<file path="src/rtl/mem_dumper.sv">
// mem_dumper: reads DUMP_SIZE bytes of word-organised memory and streams them
// out of an 8N1 UART, one 32-bit word at a time, least significant byte first.
module mem_dumper #(
   parameter int SERIAL_WCNT = 50,
   parameter int DUMP_SIZE   = 512*1024
) (
   input  logic        CLK,
   input  logic        RST,
   input  logic        START,
   output logic [31:0] ADDR,
   output logic        RE,
   input  logic [31:0] RDATA,
   output logic        TXD,
   output logic        BUSY,
   output logic        DONE
);

   localparam int            CW       = (SERIAL_WCNT > 1) ? $clog2(SERIAL_WCNT) : 1;
   localparam logic [CW-1:0] BIT_LAST = CW'(SERIAL_WCNT - 1);
   localparam logic [31:0]   DUMP_END = 32'(DUMP_SIZE);

   typedef enum logic [2:0] {
      S_IDLE  = 3'd0,
      S_READ  = 3'd1,
      S_LATCH = 3'd2,
      S_SEND  = 3'd3,
      S_NEXT  = 3'd4
   } state_t;

   state_t        state_q, state_d;
   logic [31:0]   addr_q, addr_d;
   logic [31:0]   shift_q, shift_d;
   logic [CW-1:0] bit_cnt_q, bit_cnt_d;
   logic [3:0]    bit_idx_q, bit_idx_d;
   logic [1:0]    byte_idx_q, byte_idx_d;
   logic          re_q, re_d;
   logic          txd_q, txd_d;
   logic          busy_q, busy_d;
   logic          done_q, done_d;
   logic [31:0]   addr_inc_s;

   // Line level of 8N1 frame position idx: 0 = start, 1..8 = data LSB first, 9 = stop.
   function automatic logic frame_bit(input logic [3:0] idx, input logic [7:0] data);
      logic b;
      case (idx)
         4'd0:    b = 1'b0;
         4'd1:    b = data[0];
         4'd2:    b = data[1];
         4'd3:    b = data[2];
         4'd4:    b = data[3];
         4'd5:    b = data[4];
         4'd6:    b = data[5];
         4'd7:    b = data[6];
         4'd8:    b = data[7];
         default: b = 1'b1;
      endcase
      return b;
   endfunction

   assign addr_inc_s = addr_q + 32'd4;

   // Next-state logic; TXD is computed from the next state so it lines up with SEND exactly.
   always_comb begin
      state_d    = state_q;
      addr_d     = addr_q;
      shift_d    = shift_q;
      bit_cnt_d  = bit_cnt_q;
      bit_idx_d  = bit_idx_q;
      byte_idx_d = byte_idx_q;
      busy_d     = busy_q;
      done_d     = 1'b0;
      re_d       = 1'b0;
      txd_d      = 1'b1;
      case (state_q)
         S_IDLE: begin
            if (START) begin
               addr_d  = 32'd0;
               busy_d  = 1'b1;
               re_d    = 1'b1;
               state_d = S_READ;
            end else begin
               state_d = S_IDLE;
            end
         end
         S_READ: begin
            state_d = S_LATCH;
         end
         S_LATCH: begin
            shift_d    = RDATA;
            byte_idx_d = 2'd0;
            bit_idx_d  = 4'd0;
            bit_cnt_d  = '0;
            state_d    = S_SEND;
         end
         S_SEND: begin
            if (bit_cnt_q == BIT_LAST) begin
               bit_cnt_d = '0;
               if (bit_idx_q == 4'd9) begin
                  bit_idx_d = 4'd0;
                  if (byte_idx_q == 2'd3) begin
                     state_d = S_NEXT;
                  end else begin
                     // next byte's start bit follows the stop bit with no gap
                     byte_idx_d = byte_idx_q + 2'd1;
                     shift_d    = {8'h00, shift_q[31:8]};
                  end
               end else begin
                  bit_idx_d = bit_idx_q + 4'd1;
               end
            end else begin
               bit_cnt_d = bit_cnt_q + 1'b1;
            end
         end
         S_NEXT: begin
            addr_d = addr_inc_s;
            if (addr_inc_s >= DUMP_END) begin
               busy_d  = 1'b0;
               done_d  = 1'b1;
               state_d = S_IDLE;
            end else begin
               re_d    = 1'b1;
               state_d = S_READ;
            end
         end
         default: begin
            busy_d  = 1'b0;
            state_d = S_IDLE;
         end
      endcase
      if (state_d == S_SEND) begin
         txd_d = frame_bit(bit_idx_d, shift_d[7:0]);
      end else begin
         txd_d = 1'b1;
      end
   end

   // State, counters and registered outputs; reset forces the line idle-high at once.
   always_ff @(posedge CLK or posedge RST) begin
      if (RST) begin
         state_q    <= S_IDLE;
         addr_q     <= 32'd0;
         shift_q    <= 32'd0;
         bit_cnt_q  <= '0;
         bit_idx_q  <= 4'd0;
         byte_idx_q <= 2'd0;
         re_q       <= 1'b0;
         txd_q      <= 1'b1;
         busy_q     <= 1'b0;
         done_q     <= 1'b0;
      end else begin
         state_q    <= state_d;
         addr_q     <= addr_d;
         shift_q    <= shift_d;
         bit_cnt_q  <= bit_cnt_d;
         bit_idx_q  <= bit_idx_d;
         byte_idx_q <= byte_idx_d;
         re_q       <= re_d;
         txd_q      <= txd_d;
         busy_q     <= busy_d;
         done_q     <= done_d;
      end
   end

   assign ADDR = addr_q;
   assign RE   = re_q;
   assign TXD  = txd_q;
   assign BUSY = busy_q;
   assign DONE = done_q;

endmodule

</file>
<file path="config.mk">
export PLATFORM = sky130hd
export DESIGN_NAME = mem_dumper
export DESIGN_NICKNAME = d
export VERILOG_FILES = /design/src/rtl/mem_dumper.sv
export SDC_FILE = /design/constraint.sdc
export NUM_CORES = 1
export LEC_CHECK = 0
export CAP_MARGIN = 25
export CORE_ASPECT_RATIO = 0.5
export CORE_MARGIN = 2
export CORE_UTILIZATION = 30
export DETAILED_ROUTE_END_ITERATION = 7
export MAX_ROUTING_LAYER = met4
export SETUP_SLACK_MARGIN = 0.05
export SLEW_MARGIN = 20
export SYNTH_ARGS = -nofsm -noshare
export SYNTH_HDL_FRONTEND = slang
export SYNTH_SLANG_ARGS = --single-unit
</file>
<file path="constraint.sdc">
create_clock -name CLK -period 3.14 [get_ports CLK]
set_clock_uncertainty 0.05 [all_clocks]
set_input_delay 0.785 -clock CLK [delete_from_list [all_inputs] [get_ports CLK]]
set_output_delay 0.785 -clock CLK [all_outputs]
set_load 0.01 [all_outputs]
</file>
# After elaboration in Yosys (flattened, before gate mapping)
# Index checks and enable logic that the tools add are counted.
# op_classes
addsub	4
n_reduce_logical	8
n_mux	31
n_lt_le_gt_ge	1
n_eq_ne	21
n_bitwise	1
# ops
op	n
$mux W32	4
$pmux W32 S2	2
$add A32 B3 Y32 const B	1
$ge A32 B20 Y1 const B	1
$eq A4 B3 Y1 const B	4
$pmux W3 S5	1
$pmux W6 S2	1
$ne A2 B2 Y1 const B	5
$eq A3 B2 Y1 const B	3
$mux W1	9
$mux W3	3
$pmux W1 S9	1
$eq A4 B2 Y1 const B	2
$eq A4 B4 Y1 const B	2
$mux W4	2
$pmux W4 S2	1
$add A6 B1 Y6 const B	1
$eq A6 B6 Y1 const B	1
$mux W2	3
$mux W6	1
$add A4 B1 Y4 const B	1
$eq A4 B1 Y1 const B	1
$logic_not A4 Y1	1
$pmux W2 S2	1
13 further kinds	14
# word_totals
out_inout_bits	36
elab_cells	77
regBits	83
in_bits	35

# Longest topological paths before layout
# depth
depth_word	7
mapped_depth	11
mapped_depth_nobuf	10

# Worst setup path after synthesis
# No wires, ideal clock.
# synth_timing
kind	reg-to-reg
from	reg addr_q[4] (netlist: ADDR[4])
to	reg txd_q (netlist: TXD)
arrival_ns	2.874
path_buffers	1
path_stages_with_launch	9
slack_ns	0.134
setup_time_ns	0.082
synth_period_minus_slack_ns	3.006
t_required_ns	3.008
path_cell_list	dfrtp_1 -> nand3_1 -> or4_1 -> buf_2 -> or4_4 -> mux2_2 -> o2111ai_1 -> or4_4 -> a211o_1
# synth_between
elab_chain_len	6
# synth_rtl
element	line_no	text
start, declared	31	logic [31:0] addr_q, addr_d;
start signal, assigned	152	addr_q <= addr_d;
$add A32 B3 Y32	60	assign addr_inc_s = addr_q + 32'd4;
$ge A32 B20 Y1	116	if (addr_inc_s >= DUMP_END) begin
$mux W1	116	
$pmux W3 S5	74	case (state_q)
$eq A3 B2 Y1	130	if (state_d == S_SEND) begin
$mux W1	130	
via txd_d	37	logic txd_q, txd_d;
end signal, assigned	158	txd_q <= txd_d;
end, declared	37	
# The timed path passes the listed nets, and every way through them passes these cells.
# A chain may end at the register's enable or synchronous reset.

# Worst setup path after layout
# layout_timing
from	reg addr_q[10] (netlist: ADDR[10])
to	reg txd_q (netlist: TXD)
# Same word-level chain as after synthesis.

==> impl_metrics.ini <==
[clock_network]
cts.path.max_buffers = 2
cts_resized = 0
cts_tree = built
clock_sinks = 81
post_cts_buffers = 0
cts-hold-fix-buffers = 0
cts_buffers = 9
clk_latency_ns = 0.34
cts_root_buf = clkbuf_16
clk_pin_slew_ns = 0.06
htreeDepth = 3

[placement]
dp.cells = 752
detailed_place_hpwl_um = 7981
routabilityCongestion = 0.8651
place_ws_ns = 0.1028
io_buffer_count = 68

[layout]
final_cell_count_no_fill = 768
synthToLayoutAreaGrowth_pct = 30.79
diodes = 0
mostFrequentLayoutCell = dfrtp_1
fin_nets = 604
final_cell_mix = dfrtp_1, nand2_1, clkdlybuf4s50_1
drive_gt1_share_pct = 9.825

[timing]
rsz0062_at_grt = false
fin_ws_ns = 0.1842
relSlewSlack_pct = 57.09
setup_violations = 0
report.final.hold_viol_count = 0
maxSlewViolCount = 0
worst_slew_pin_slew_ns = 0.6432
timing.fmax_mhz = 338.3
hold-worst-slack_ns = 0.4266
fin_tns_setup_ns = 0
min_period_ns = 2.956
fin_crit_sh_pct = 94.13

[global_routing]
met3_usage_pct = 3.741
grt_antenna_before_repair = 0
grt_pass1_vias = 3678
grt_overflow = 0
grt_usage_pct = 15.68
grtUsageMet1_pct = 20.51
grt_pass1_wl_um = 18830
met2_usage_pct = 25.19
grt_max_degree = 82
top_usage_layer = met2

[logic_synthesis]
synth_edf_count = 0
netlist_area_mm2 = 0.004384
synthAdderAreaFrac_pct = 1.142
yosys.area_share.xor_xnor_pct = 0.5993
synth_compound_area_share_pct = 19.83
synth_flop_cell = dfrtp_1
synthSimpleGateAreaFrac_pct = 26.48
synth_top_family_by_area = simple AND/OR/NAND/NOR gates
synth.mux.area_fraction_pct = 1.884
ys_ff_latch = 81
yosysSeqAreaShare_pct = 46.26
yosysUniqueCellTypes = 58
avgSynthCellArea_um2 = 8.893
ys_warn_count = 0
postSynthCellCount = 493
async_flop_share_pct = 100.0

[critical_path]
cp.arrival_ns = 3.17
end_kind = flop
max_stage_delay_ns = 0.56
worst-setup-path-type = flop to flop
cp_top_family = simple AND/OR/NAND/NOR gates
worstSetupStartpoint = ADDR[10]
crit_chain = nand4_4, or4_4, buf_4, o21a_1, a2111oi_0, o2111ai_1, or4_4, a211o_1
cpMaxStageDelayCell = or4_4
r2r-start = ADDR[10]
critPathMaxFanout = 6
path_buf_inv = 1
cp.required_ns = 3.35
start_kind = flop
crit_top_cell = or4_4

[floorplan]
die_x_um = 175.0
design.die.area_mm2 = 0.01566
num_io_pins = 71
core_area_mm2 = 0.01439
die-height_um = 89.48
start_util_pct = 30.47
rows = 31

[min_path]
min_from = shift_q[14]
hp-class = flop to flop

[drt]
remaining_drc_errors = 0
drtIter0Drc = 165
drt-wirelength-per-cell_um = 14.86
drt-total-wl_um = 11410
ant_nets = 0
via_count = 3937
viasPerCell = 5.126
firstDrtPassIters = 5

[job]
maxCapViolations = 0

[power_and_ir_drop]
power_density_mw_per_mm2 = 391.9
leakagePower_nw = 2.467
vdd_drop_max_mv = 0.2249

[run_status]
outcome = complete, no violations
report_power, final:
group          switching, mW  internal, mW
clock network          0.442         0.639
registers             0.0106          1.06
logic                 0.0375        0.0536
through the flow:
step	power [mW]	utilization (%)	area, µm²
detailed placement	1.188	37.41	5383
global route	2.345	39.85	5734
finish	2.248	39.85	5734
CTS	2.295	39.54	5689
floorplan	1.130	-	4388
global placement	1.186	37.41	5383
routing by layer:
layer,up-vias,routed length (µm)
met3,9,476
met1,1878,5546
met2,104,5307
li1,1946,-
met5,-,0
met4,0,78
sequential cells by signal, summed over array words and instances (netlist names), 2 cells and up:
signal,flops
shift_q,32
byte_idx_q,2
bit_idx_q,4
ADDR,30
state_q,3
bit_cnt_q,6
cell families (layout without fill, tap and decap cells):
logic type               Yosys count  after routing
AND/OR/NAND/NOR                  220            220
AO/OA/AOI/OAI                    135            135
flip-flops                        81             81
buffers and inverters             41            117
multiplexers                       8              8
adder cells (fa/ha/maj)            4              4
XOR/XNOR                           3              3
other                              1              2
worst reg2reg max path, cell delays in order, from the launching register on:
cell       delay [ns]
dfrtp_1          0.45
nand4_4          0.16
or4_4            0.52
buf_4            0.17
o21a_1           0.19
a2111oi_0        0.29
o2111ai_1        0.22
or4_4            0.56
a211o_1          0.28
cells in the mapped netlist (2+ instances only):
| master | count | area (µm²) |
|---|---|---|
| nand3_1 | 26 | 130.1 |
| a211o_1 | 3 | 26.28 |
| and2_1 | 9 | 56.30 |
| nor2_1 | 25 | 93.84 |
| or4_1 | 2 | 15.01 |
| or3_1 | 3 | 18.77 |
| and3b_1 | 2 | 17.52 |
| and3_1 | 6 | 37.54 |
| a22oi_1 | 2 | 15.01 |
| nand3b_1 | 3 | 22.52 |
| a221o_1 | 2 | 20.02 |
| o211ai_1 | 7 | 52.55 |
| dfrtp_1 | 80 | 2002 |
| nand4_1 | 15 | 93.84 |
| o22ai_1 | 2 | 12.51 |
| nor3_2 | 2 | 20.02 |
| buf_4 | 2 | 15.01 |
| or4_4 | 2 | 22.52 |
| a41oi_1 | 2 | 17.52 |
| nand2b_1 | 4 | 25.02 |
| a22o_1 | 14 | 122.6 |
| nand2_1 | 69 | 259.0 |
| o21ai_0 | 49 | 245.2 |
| a311oi_1 | 2 | 17.52 |
| nor3b_1 | 2 | 15.01 |
| ha_1 | 4 | 50.05 |
| mux2i_1 | 6 | 60.06 |
| inv_1 | 11 | 41.29 |
| mux2_2 | 2 | 22.52 |
| a31oi_1 | 5 | 31.28 |
| o31ai_1 | 12 | 90.09 |
| o41ai_1 | 2 | 17.52 |
| xnor2_1 | 2 | 17.52 |
| nor4_1 | 4 | 25.02 |
| a211oi_1 | 2 | 15.01 |
| clkbuf_1 | 26 | 97.59 |
| nor3_1 | 13 | 65.06 |
| a21oi_1 | 23 | 115.1 |
| and4_1 | 6 | 52.55 |
| nor2b_1 | 22 | 137.6 |
final cells by class:
class                      count  area [µm²]
fill                        1437        8656
multi-input combinational    372        2250
sequential                    81        2029
timing repair buffer          90       858.3
tap                          198       247.7
clock buffer                  10       239.0
clock inverter                 6       67.56
inverter                      11       42.54
final timing paths:
kind	end	slack [ns]	depth (start not counted)
min reg2reg	shift_q[14]	0.43	2
max	TXD	0.18	8
max in group asynchronous	bit_idx_q[3]	1.87	3
min in group asynchronous	ADDR[6]	0.80	3
min	shift_q[14]	0.43	2
max reg2reg	TXD	0.18	8
(Power assumes the default switching activity.)
